===== src/rtl/sgpr_rd_port_arbiter.sv =====
// rtl/sgpr_rd_port_arbiter.sv - round-robin SGPR read-port arbiter with tagged response routing
module sgpr_rd_port_arbiter #(
    parameter int RD_LATENCY = 1
) (
    input  logic         clk,
    input  logic         rst,
    input  logic         req0_valid,
    input  logic         req1_valid,
    input  logic         req2_valid,
    input  logic [8:0]   req0_addr,
    input  logic [8:0]   req1_addr,
    input  logic [8:0]   req2_addr,
    output logic         req0_ready,
    output logic         req1_ready,
    output logic         req2_ready,
    output logic         port0_rd_en,
    output logic         port1_rd_en,
    output logic         port2_rd_en,
    output logic [8:0]   port0_rd_addr,
    output logic [8:0]   port1_rd_addr,
    output logic [8:0]   port2_rd_addr,
    input  logic [127:0] port_rd_data,
    output logic         rsp0_valid,
    output logic         rsp1_valid,
    output logic         rsp2_valid,
    output logic [127:0] rsp_data
);

    logic [1:0]   r_ptr;
    logic [2:0]   r_en;
    logic [8:0]   r_addr0;
    logic [8:0]   r_addr1;
    logic [8:0]   r_addr2;
    logic [2:0]   r_tag [RD_LATENCY];
    logic [2:0]   r_rsp_valid;
    logic [127:0] r_rsp_data;

    logic [2:0]   w_grant;
    logic [1:0]   w_ptr_nxt;

    // Priority order starts at r_ptr and wraps mod 3; r_ptr never holds 3.
    always_comb begin
        w_grant = 3'b000;
        case (r_ptr)
            2'd1: begin
                if (req1_valid)      w_grant = 3'b010;
                else if (req2_valid) w_grant = 3'b100;
                else if (req0_valid) w_grant = 3'b001;
            end
            2'd2: begin
                if (req2_valid)      w_grant = 3'b100;
                else if (req0_valid) w_grant = 3'b001;
                else if (req1_valid) w_grant = 3'b010;
            end
            default: begin
                if (req0_valid)      w_grant = 3'b001;
                else if (req1_valid) w_grant = 3'b010;
                else if (req2_valid) w_grant = 3'b100;
            end
        endcase
    end

    always_comb begin
        w_ptr_nxt = r_ptr;
        if (w_grant[0])      w_ptr_nxt = 2'd1;
        else if (w_grant[1]) w_ptr_nxt = 2'd2;
        else if (w_grant[2]) w_ptr_nxt = 2'd0;
    end

    always_ff @(posedge clk or negedge rst) begin
        if (!rst) begin
            r_ptr       <= 2'd0;
            r_en        <= 3'b000;
            r_addr0     <= 9'd0;
            r_addr1     <= 9'd0;
            r_addr2     <= 9'd0;
            for (int i = 0; i < RD_LATENCY; i++) begin
                r_tag[i] <= 3'b000;
            end
            r_rsp_valid <= 3'b000;
            r_rsp_data  <= 128'd0;
        end else begin
            r_ptr   <= w_ptr_nxt;
            r_en    <= w_grant;
            r_addr0 <= w_grant[0] ? req0_addr : 9'd0;
            r_addr1 <= w_grant[1] ? req1_addr : 9'd0;
            r_addr2 <= w_grant[2] ? req2_addr : 9'd0;
            // The tag trails the issue register so the last stage lines up with valid mux data.
            r_tag[0] <= r_en;
            for (int i = 1; i < RD_LATENCY; i++) begin
                r_tag[i] <= r_tag[i-1];
            end
            r_rsp_valid <= r_tag[RD_LATENCY-1];
            if (|r_tag[RD_LATENCY-1]) begin
                r_rsp_data <= port_rd_data;
            end
        end
    end

    assign req0_ready    = w_grant[0];
    assign req1_ready    = w_grant[1];
    assign req2_ready    = w_grant[2];
    assign port0_rd_en   = r_en[0];
    assign port1_rd_en   = r_en[1];
    assign port2_rd_en   = r_en[2];
    assign port0_rd_addr = r_addr0;
    assign port1_rd_addr = r_addr1;
    assign port2_rd_addr = r_addr2;
    assign rsp0_valid    = r_rsp_valid[0];
    assign rsp1_valid    = r_rsp_valid[1];
    assign rsp2_valid    = r_rsp_valid[2];
    assign rsp_data      = r_rsp_data;

endmodule

===== config.mk =====
export PLATFORM = sky130hd
export DESIGN_NAME = sgpr_rd_port_arbiter
export DESIGN_NICKNAME = d
export VERILOG_FILES = /design/src/rtl/sgpr_rd_port_arbiter.sv
export SDC_FILE = /design/constraint.sdc
export NUM_CORES = 1
export LEC_CHECK = 0
export ABC_AREA = 1
export CAP_MARGIN = 5
export CORE_MARGIN = 2
export CORE_UTILIZATION = 35
export CTS_CLUSTER_DIAMETER = 100
export DETAILED_ROUTE_END_ITERATION = 8
export GPL_ROUTABILITY_DRIVEN = 0
export HOLD_SLACK_MARGIN = 0.02
export PLACE_DENSITY = 0.72
export SYNTH_ARGS = -nofsm -noshare
export SYNTH_HDL_FRONTEND = slang
export SYNTH_SLANG_ARGS = --single-unit

===== constraint.sdc =====
create_clock -name clk -period 3.2 [get_ports clk]
set_clock_uncertainty 0.1 [all_clocks]
set_input_delay 0.48 -clock clk [delete_from_list [all_inputs] [get_ports clk]]
set_output_delay 0.48 -clock clk [all_outputs]
set_load 0.1 [all_outputs]

==> results.txt <==
The root buffer cell was clkbuf_16. The tools report the clock latency at the later pin of the worst-skew pair as 0.41 ns. The run gives 0 ns as the sum of negative setup slack. By area the synthesized netlist is led by dfrtp_1 62%, mux2_4 27%, buf_12 3.3%. The synthesis-stage register bit count is 166. The kind of critical path is reg -> out. The tools report the wire length of the first global-routing pass as 26400 um. The largest net degree at the start of global routing is 77. The tools report the count of nets after finishing as 890.

DRC violations left: 0. The routed layout has 4307 vias. Setup repair after global routing left no endpoint under its margin. Global routing used 17.0% of the available tracks.

The via density per instance is 4.42. After clock tree synthesis, the clock-pin slew on the worst setup and hold paths is 0.07 ns. The average wire per cell in the routed design is 17.6 um, and the arrival time of data at the critical path endpoint is 2.11 ns. The final critical path takes up 83.9% of the cycle.

Worst min-delay path category: reg -> reg. The critical path endpoint category was a primary output. The run gives 0 as the diode insertion count for antenna repair. Once detail routing completed, the nets flagged for antenna violations numbered 0. The floorplan step defined a die boundary enclosing 20200 sq um.

The logs give 0 for the number of antenna violations at the first check in global routing and 4 for the total iterations of the first detailed-routing run. Setup violations remaining at the end of the flow were counted as 0. Timing would allow up to 372 MHz. The max-capacitance violation count is 0. STA classifies the critical path startpoint as a register. The synthesized netlist occupies a cell area of 6660 sq um. The post-synthesis cell count is 395. Headroom to the max-slew limit came out at 53.9%. The core region area was 18700 sq um; the number of port buffers was 323. The post-layout minimum cycle time was 2.69 ns; the cell row count was 50. Counting the buffers created by CTS gives 17.

The largest total area in the synthesized netlist belongs to dfrtp_1. The die width was 142 um. The maximum fanout along the worst path works out to 12. After synthesis, the netlist uses 18 different library cells. Clock tree synthesis found a total of 166 sinks. Cells with a size suffix above 1 make up 45.1% of the layout.

The clock passes through at most 2 buffers. Averaged over all synthesized cells, the footprint is 16.9 sq um. The effective utilization at floorplan was 35.6%; the depth of the CTS H-tree was 4. The initial DRC count came out at 96. The slew at the pin closest to its max-slew limit is 0.692 ns. For the via count of the first global-routing pass, the log shows 4862. The tools report the fraction of the yosys area taken by sequential cells as 62.3%. The routed design has 17200 um of wire. For this run, the number of Yosys warnings is 0. The residual overflow from global routing is 0, and the area growth from synthesis to layout is 53.3%. The estimated wirelength of the detail-placed design came out at 12700 um.

The flow ran to the end, and the final reports show no timing, DRC or antenna violations. Synthesized netlist net count: 557. In the layout the commonest cells are 166 x buf_4, 166 x dfrtp_1, 158 x clkdlybuf4s50_1, 120 x mux2_4, 36 x inv_1. The number of max-slew violations in the final report is 0. TritonCTS built the clock tree. STA puts the critical path data required time at 2.62 ns. After synthesis, the largest area contributor takes up 62.3% of total cell area.

After clock tree synthesis, the setup repair step added 0 buffers. Number of hold-slack violations in the final timing report: 0. Height of the die: 142 um. The I/O pin count came out at 324.
-- metrics by stage --
step / hold slack (ns) / cells / setup slack, ns / utilization (%) / instance area (sq um)
after floorplan: 0.0844 / 395 / 0.0430 / - / 6660
after global placement: 0.267 / 942 / 0.727 / 51.5 / 9630
after detailed placement: 0.270 / 942 / 0.665 / 51.5 / 9630
after CTS: 0.286 / 975 / 0.475 / 54.6 / 10200
after global routing: 0.293 / 975 / 0.242 / 54.6 / 10200
final: 0.286 / 975 / 0.514 / 54.6 / 10200
-- registers in the layout (all words and copies together), names as in the netlist --
| signal | count |
|---|---|
| port1_rd_addr | 9 |
| r_tag | 3 |
| port0_rd_addr | 9 |
| r_rsp_valid | 3 |
| rsp_data | 128 |
| r_en | 3 |
| r_ptr | 2 |
| port2_rd_addr | 9 |
-- per-layer routing --
metal / GRT usage, % / wire (um)
met5: 0 / 0
met4: 4.42 / 204
met3: 6.93 / 1470
met2: 29.9 / 8960
met1: 19.2 / 6550
-- Yosys cell counts, drive strengths merged --
cell,count
dfrtp,166
mux2,128
inv,37
nor2,28
buf,15
nand2,9
nand3,5
ha,2
o21ai,2
a21oi,1
a31oi,1
clkbuf,1
-- area by class of cell --
| class | instances | area, sq um |
|---|---|---|
| clock buffer | 18 | 439 |
| tap | 234 | 293 |
| clock inverter | 14 | 140 |
| fill | 1562 | 8490 |
| timing repair buffer | 330 | 2930 |
| sequential | 166 | 4150 |
| multi-input combinational | 176 | 2120 |
| inverter | 37 | 139 |
-- logic make-up after synthesis --
logic type               synth area share (%)
buffers and inverters                    6.03
flip-flops                               62.3
AND/OR/NAND/NOR                          2.54
AO/OA/AOI/OAI                           0.319
adder cells (fa/ha/maj)                 0.376
multiplexers                             28.4
-- critical path, stage by stage (launching register included) --
cell and delay (ns):
dfrtp_1 0.39, inv_1 0.06, ha_1 0.33, nand2_1 0.09
o21ai_0 0.07, o21ai_0 0.07, nand2_1 0.26, inv_1 0.21
buf_12 0.19
-- repair_timing --
action | in CTS | in global routing
hold buffers | 1 | 0
endpoints found under the hold margin | 67 | 0
gates resized for setup | 0 | 0
-- final timing paths --
kind,end,cells after the start,slack [ns],start
worst min register to register,r_rsp_valid[0],0,0.29,r_tag[0]
min in group asynchronous,rsp_data[87],2,0.52,rst
worst max register to register,rsp_data[2],4,1.10,r_tag[0]
max in group asynchronous,r_rsp_valid[1],3,1.62,rst
worst min-delay path,r_rsp_valid[0],0,0.29,r_tag[0]
worst max-delay path,req1_ready,8,0.51,r_ptr[0]
Power is left out: the tool's default activity adds up to more than one toggle a clock period on the data nets, which glitch-free logic cannot reach.
